<file path="src/rtl/rs_issue_queue_pkg.sv">
// ============================================================================
//  Module   : rs_issue_queue_pkg
//  Brief    : Shared constants for the reservation issue queues.
//  Revision : 1.0  initial release
// ============================================================================
`default_nettype none

package rs_issue_queue_pkg;
    localparam int NULL_TAG       = 0;
    localparam int DEFAULT_DEPTH  = 4;
    localparam int DEFAULT_DATA_W = 32;
    localparam int DEFAULT_TAG_W  = 4;
    localparam int DEFAULT_OP_W   = 2;
    // Per-FU producer ID ranges must never overlap on the CDB.
    localparam int MUL_ID_BASE    = 1;
    localparam int LSU_ID_BASE    = 5;
    localparam int ALU_ID_BASE    = 9;
endpackage

`default_nettype wire

</file>
<file path="src/rtl/rs_issue_queue_prienc.sv">
// ============================================================================
//  Module   : rs_prienc
//  Brief    : Lowest-set-bit encoder with found flag.
//  Revision : 1.0  initial release
// ============================================================================
`default_nettype none

module rs_prienc #(
    parameter int WIDTH = 4,
    parameter int IDX_W = (WIDTH > 1) ? $clog2(WIDTH) : 1
) (
    input  logic [WIDTH-1:0] req,
    output logic [IDX_W-1:0] idx,
    output logic             found
);
    // Scan downward so the lowest set bit is the last one written.
    always_comb begin
        idx   = '0;
        found = 1'b0;
        for (int i = WIDTH - 1; i >= 0; i--) begin
            if (req[i]) begin
                idx   = IDX_W'(i);
                found = 1'b1;
            end
        end
    end
endmodule

`default_nettype wire

</file>
<file path="src/rtl/rs_issue_queue.sv">
// ============================================================================
//  Module   : rs_issue_queue
//  Brief    : In-order reservation queue with CDB snoop and private ID pool.
//  Revision : 1.0  initial release
// ============================================================================
`default_nettype none

module rs_issue_queue
    import rs_issue_queue_pkg::*;
#(
    parameter int DEPTH   = DEFAULT_DEPTH,
    parameter int DATA_W  = DEFAULT_DATA_W,
    parameter int TAG_W   = DEFAULT_TAG_W,
    parameter int OP_W    = DEFAULT_OP_W,
    parameter int ID_BASE = ALU_ID_BASE
) (
    input  logic                     clk,
    input  logic                     RST,
    input  logic                     FLUSH,
    input  logic                     WEN,
    output logic                     isFull,
    output logic [TAG_W-1:0]         allocId,
    input  logic [OP_W-1:0]          opIn,
    input  logic [TAG_W-1:0]         tag1In,
    input  logic [DATA_W-1:0]        data1In,
    input  logic [TAG_W-1:0]         tag2In,
    input  logic [DATA_W-1:0]        data2In,
    input  logic                     BCEN,
    input  logic [TAG_W-1:0]         BClabel,
    input  logic [DATA_W-1:0]        BCdata,
    output logic                     issueValid,
    input  logic                     issueReady,
    output logic [OP_W-1:0]          opOut,
    output logic [DATA_W-1:0]        data1Out,
    output logic [DATA_W-1:0]        data2Out,
    output logic [TAG_W-1:0]         idOut,
    output logic [$clog2(DEPTH):0]   count
);
    localparam int PW = $clog2(DEPTH);
    localparam int CW = PW + 1;
    localparam logic [TAG_W-1:0] c_null = TAG_W'(NULL_TAG);
    localparam logic [TAG_W-1:0] c_base = TAG_W'(ID_BASE);

    logic [PW-1:0]     r_head, r_tail;
    logic [CW-1:0]     r_count;
    logic [DEPTH-1:0]  r_free;
    logic [OP_W-1:0]   r_op    [DEPTH];
    logic [TAG_W-1:0]  r_tag1  [DEPTH];
    logic [TAG_W-1:0]  r_tag2  [DEPTH];
    logic [DATA_W-1:0] r_data1 [DEPTH];
    logic [DATA_W-1:0] r_data2 [DEPTH];
    logic [PW-1:0]     r_idx   [DEPTH];

    logic             w_nonempty, w_issue_fire, w_enq_fire, w_found;
    logic             w_hit1, w_hit2;
    logic [DEPTH-1:0] w_rel, w_take, w_free_next;
    logic [PW-1:0]    w_alloc_idx;

    assign w_nonempty   = (r_count != '0);
    assign issueValid   = w_nonempty && (r_tag1[r_head] == c_null) && (r_tag2[r_head] == c_null);
    assign w_issue_fire = issueValid & issueReady;
    assign isFull       = (r_count == CW'(DEPTH)) & ~w_issue_fire;

    // The ID leaving with the issuing head is reusable by a same-cycle enqueue.
    assign w_rel = w_issue_fire ? (DEPTH'(1) << r_idx[r_head]) : {DEPTH{1'b0}};

    rs_prienc #(.WIDTH(DEPTH), .IDX_W(PW)) u_prienc (
        .req   (r_free | w_rel),
        .idx   (w_alloc_idx),
        .found (w_found)
    );

    assign allocId     = c_base + TAG_W'(w_alloc_idx);
    assign w_enq_fire  = WEN & ~isFull & ~FLUSH & w_found;
    assign w_take      = w_enq_fire ? (DEPTH'(1) << w_alloc_idx) : {DEPTH{1'b0}};
    assign w_free_next = (r_free | w_rel) & ~w_take;

    assign w_hit1 = BCEN && (tag1In != c_null) && (BClabel == tag1In);
    assign w_hit2 = BCEN && (tag2In != c_null) && (BClabel == tag2In);

    assign opOut    = w_nonempty ? r_op[r_head]    : '0;
    assign data1Out = w_nonempty ? r_data1[r_head] : '0;
    assign data2Out = w_nonempty ? r_data2[r_head] : '0;
    assign idOut    = w_nonempty ? (c_base + TAG_W'(r_idx[r_head])) : '0;
    assign count    = r_count;

    always_ff @(posedge clk) begin
        if (RST || FLUSH) begin
            r_head  <= '0;
            r_tail  <= '0;
            r_count <= '0;
            r_free  <= '1;
        end else begin
            // Snooping empty slots is harmless: they are rewritten on enqueue.
            for (int i = 0; i < DEPTH; i++) begin
                if (BCEN && (BClabel != c_null) && (r_tag1[i] == BClabel)) begin
                    r_tag1[i]  <= c_null;
                    r_data1[i] <= BCdata;
                end
                if (BCEN && (BClabel != c_null) && (r_tag2[i] == BClabel)) begin
                    r_tag2[i]  <= c_null;
                    r_data2[i] <= BCdata;
                end
            end
            if (w_enq_fire) begin
                r_op[r_tail]    <= opIn;
                r_tag1[r_tail]  <= w_hit1 ? c_null : tag1In;
                r_data1[r_tail] <= w_hit1 ? BCdata : data1In;
                r_tag2[r_tail]  <= w_hit2 ? c_null : tag2In;
                r_data2[r_tail] <= w_hit2 ? BCdata : data2In;
                r_idx[r_tail]   <= w_alloc_idx;
                r_tail          <= r_tail + PW'(1);
            end
            if (w_issue_fire) begin
                r_head <= r_head + PW'(1);
            end
            r_count <= r_count + CW'(w_enq_fire) - CW'(w_issue_fire);
            r_free  <= w_free_next;
        end
    end
endmodule

`default_nettype wire

</file>
<file path="config.mk">
export PLATFORM = sky130hd
export DESIGN_NAME = rs_issue_queue
export DESIGN_NICKNAME = d
export VERILOG_FILES = /design/src/rtl/rs_issue_queue_pkg.sv /design/src/rtl/rs_issue_queue_prienc.sv /design/src/rtl/rs_issue_queue.sv
export SDC_FILE = /design/constraint.sdc
export NUM_CORES = 1
export LEC_CHECK = 0
export BUFFER_PORTS_ARGS = -buffer_cell sky130_fd_sc_hd__buf_2
export CORE_ASPECT_RATIO = 1.25
export CORE_UTILIZATION = 45
export CTS_BUF_LIST = sky130_fd_sc_hd__clkbuf_16
export CTS_CLUSTER_SIZE = 30
export DETAILED_ROUTE_END_ITERATION = 10
export GPL_ROUTABILITY_DRIVEN = 0
export MAX_ROUTING_LAYER = met4
export PLACE_DENSITY_LB_ADDON = 0.08
export SYNTH_ARGS = -nofsm -noshare
export SYNTH_HDL_FRONTEND = slang
export SYNTH_SLANG_ARGS = --single-unit
</file>
<file path="constraint.sdc">
create_clock -name clk -period 16.77 [get_ports clk]
set_input_delay 2.5155 -clock clk [delete_from_list [all_inputs] [get_ports clk]]
set_output_delay 2.5155 -clock clk [all_outputs]
set_load 0.01 [all_outputs]
</file>
==> results list <==
* Maximum vdd drop: 0.0000754 V
- The first global-routing pass estimated 63.4 mm of wire.
- Per-cell via count in the routed design: 5.56
- Across the run, the number of max-cap violations was 0.
* Tcrit/Tclk final: 41.0%
- Share of the core filled with cells in the final layout: 53.3%
* Sequence of cells on the critical path: buf_4 -> mux4_2 -> ha_1 -> nor3b_1 -> a211oi_1 -> a211o_1 -> a21oi_1 -> ha_1 -> buf_2
- The H-tree was split into 2 levels.
- Number of I/O pins: 195
- Fillers: 3001
- DRC errors left: 0
* Result of the run: finished, final reports clean
- Maximum fanout along the worst path: 40
- Clock skew on the completed layout was measured at 0.0165 ns.
* Number of warnings reported in the yosys synthesis log: 0
- Area taken by multi-input logic gates: 6740 µm²
- STA classifies the critical path endpoint as an output pin.
- Met2 wirelength from detailed routing: 21.6 mm
- Num CTS Buffers: 36
- A synthesized cell averages 16.4 µm².
- Highest attainable clock frequency: 145 MHz
- Measured against its own limit, the worst slew margin works out to 21.4%.
- Clock tree from TritonCTS: done
* Number of nets in the final layout: 1319
- Post-CTS setup buffer count: 0
* Finish-stage setup viols: 0
* FF+latch area: 9400 µm²
* Kind of critical path: register to output pin
* Fraction of layout cells with a size suffix above 1: 49.6%
- Share of flip-flops with an asynchronous set or reset: 0%
- In the final routing, the length of wire on met1 measures 17.3 mm.
- Most common cell after layout, fill and taps aside: sky130_fd_sc_hd__edfxtp_1
- Initial core utilization: 46.1%
- Slowest-stage cell, CP: sky130_fd_sc_hd__dfxtp_4
* Worst-case clock buffer depth: 3
- Number of flops mapped to enable cells by yosys: 304
- After detailed routing, the met3 layer carries 1.77 mm of wire.
- The number of hold violations in the final report was 0.
- Count of mapped cells out of synthesis: 1003
- Most common flop cell mapped by yosys: sky130_fd_sc_hd__edfxtp_1
* Cell area after synthesis: 16400 µm²
- Transition at the pin with the smallest max-transition slack: 1.17 ns
- Quantity of hold-fixing buffers added after cts: 0
- The routed layout has 9447 vias.
- First DRT Iteration DRCs: 643
* DR pass1 iterations: 5
- Layout-stage area growth over the synthesis result: 15.8%
- After global routing the overflow that remains totals 0.
* Die height: 216 µm
* Total of buffers placed on input and output ports: 193
- HPWL after detailed placement: 26.2 mm
- Leakage Power: 7.03 nW
- Die outline area: 37300 µm²
- Crit path top cell by count: sky130_fd_sc_hd__ha_1
- Count of instances resized after the clock tree is built: 0
- The count of final max-slew check failures is 0.
* CP Buf/Inv Count: 2
- In this run, synthesis produced a sequential element count of 317.
* Hold path startpoint: r_head[0]
- The floorplan has 77 rows.
- The library cells used most frequently in the layout, excluding fill and tap cells, are sky130_fd_sc_hd__edfxtp_1, sky130_fd_sc_hd__buf_2, sky130_fd_sc_hd__mux2_2, sky130_fd_sc_hd__mux2_4, sky130_fd_sc_hd__and2_1.
- Summed over all layers, the routed wires come to 41.6 mm.
- The die is 173 µm wide.
- Mean routed wirelength per cell: 24.5 µm
* Min-Delay Path Class: register to register
- Element type at the critical path start: register
- WHS: 0.527 ns
- Synthesized net count: 1133
- Entering global routing, the biggest net connects 69 pins.
- In this design, the stage delay of the slowest critical-path cell is 0.82 ns.
- The detail route stage leaves a number of antenna-violating nets equal to 0.
- In this design, the largest share of critical-path delay is due to buffers and inverters.
- The number of global-route vias before repair is 10084.
- Global routing used 23.5% of the available tracks across all layers.
* Ratio of total power to cell area: 90.6 nW/µm²
* Unique cell type count in the Yosys netlist: 55
- Clock Tree Root: sky130_fd_sc_hd__clkbuf_16
- The detailed router used layers up to and including met4.
- For the finished layout, the period the worst path requires is 6.88 ns.
* Clock latency at the later pin of the worst-skew pair: 0.53 ns
* Clock edge transition at the registers on the reported setup and hold paths: 0.06 ns
- Data arrives at the worst endpoint at 4.37 ns.
- Setup repair after global routing left no endpoint under its margin.
- STA puts the critical path data required time at 14.25 ns.
- In the final timing run, aggregate negative setup slack is 0 ns.
* Total number of clock tree sinks: 317
- Core Box Area: 35600 µm²
- The initial antenna violation count came to 8.
- Of the synthesized area, sequential elements account for 57.2%.
## kinds of logic after synthesis
family | synth area share (%)
fa+ha+maj | 1.11
buf+inv | 2.67
other cells | 0.0228
xor+xnor | 2.19
mux | 28.7
flops | 57.2
compound gates | 1.62
simple gates | 6.46
## stage by stage
stage	std cells	area, µm²	total power, mW	setup WS, ns
finish	1698	19000	1.72	9.89
global route	1698	19000	1.78	9.49
floorplan	1003	16400	0.960	10.38
detailed placement	1625	17900	1.01	9.99
CTS	1691	19000	1.74	9.78
global placement	1625	17900	1.01	10.03
## final timing paths
path / end / slack [ns] / depth (start not counted)
worst max register to register: count[2] / 10.75 / 16
worst max-delay path: allocId[2] / 9.89 / 9
worst min register to register: register / 0.53 / 2
worst min-delay path: register / 0.53 / 2
## area by class of cell
class                           instances  share of cell area [%]
Clock buffer                           37                    4.87
Tap cell                              474                    3.12
Timing Repair Buffer                  212                    5.83
Clock inverter                         29                   0.810
Antenna cell                            7                  0.0922
Inverter                               18                   0.355
Multi-Input combinational cell        604                    35.5
Sequential cell                       317                    49.4
## cell usage after synthesis (all sizes together) (2+ instances only)
master,instances,area share (%)
a21oi,8,0.24
clkbuf,23,0.53
o22ai,8,0.30
a31oi,2,0.076
ha,13,0.99
and2,73,2.8
nor3,4,0.12
buf,41,1.7
a21o,3,0.14
a211oi,2,0.091
inv,17,0.39
nand3,8,0.24
mux2,256,19
mux4,68,9.3
and3,14,0.53
nand4,12,0.46
nor4,10,0.53
xnor2,40,2.1
nand2,12,0.27
nand3b,3,0.14
nor3b,2,0.12
nor2,38,0.87
o21ai,4,0.12
or4,5,0.27
dfxtp,13,1.6
edfxtp,304,56
## power breakdown
part	leakage [nW]	switching (mW)	internal, mW	total [mW]
clock network	0.573	0.314	0.415	0.730
logic	3.55	0.0598	0.0574	0.117
registers	2.90	0.00199	0.874	0.876
total	7.03	0.376	1.35	1.72
## worst min-delay path: cells and delay by family (launching register included)
| family | cells | cell delay [ns] |
|---|---|---|
| and+or+nand+nor | 1 | 0.08 |
| DFF | 1 | 0.33 |
| AOI/OAI and AO/OA | 1 | 0.07 |
## layer usage
layer  up-vias  global-route usage (%)
met1      4865                    28.1
li1       4291                       -
met5         -                       -
met3        66                    3.82
met4         0                    7.37
met2       225                    40.6
## sequential cells by signal (all words and copies together) (netlist names), named ones only
signal,flops
r_head,2
r_free,4
r_op,8
r_tail,2
r_idx,8
count,3
r_data1,128
r_tag2,16
r_tag1,16
r_data2,128
No activity file was read; power rests on OpenSTA's default activity.
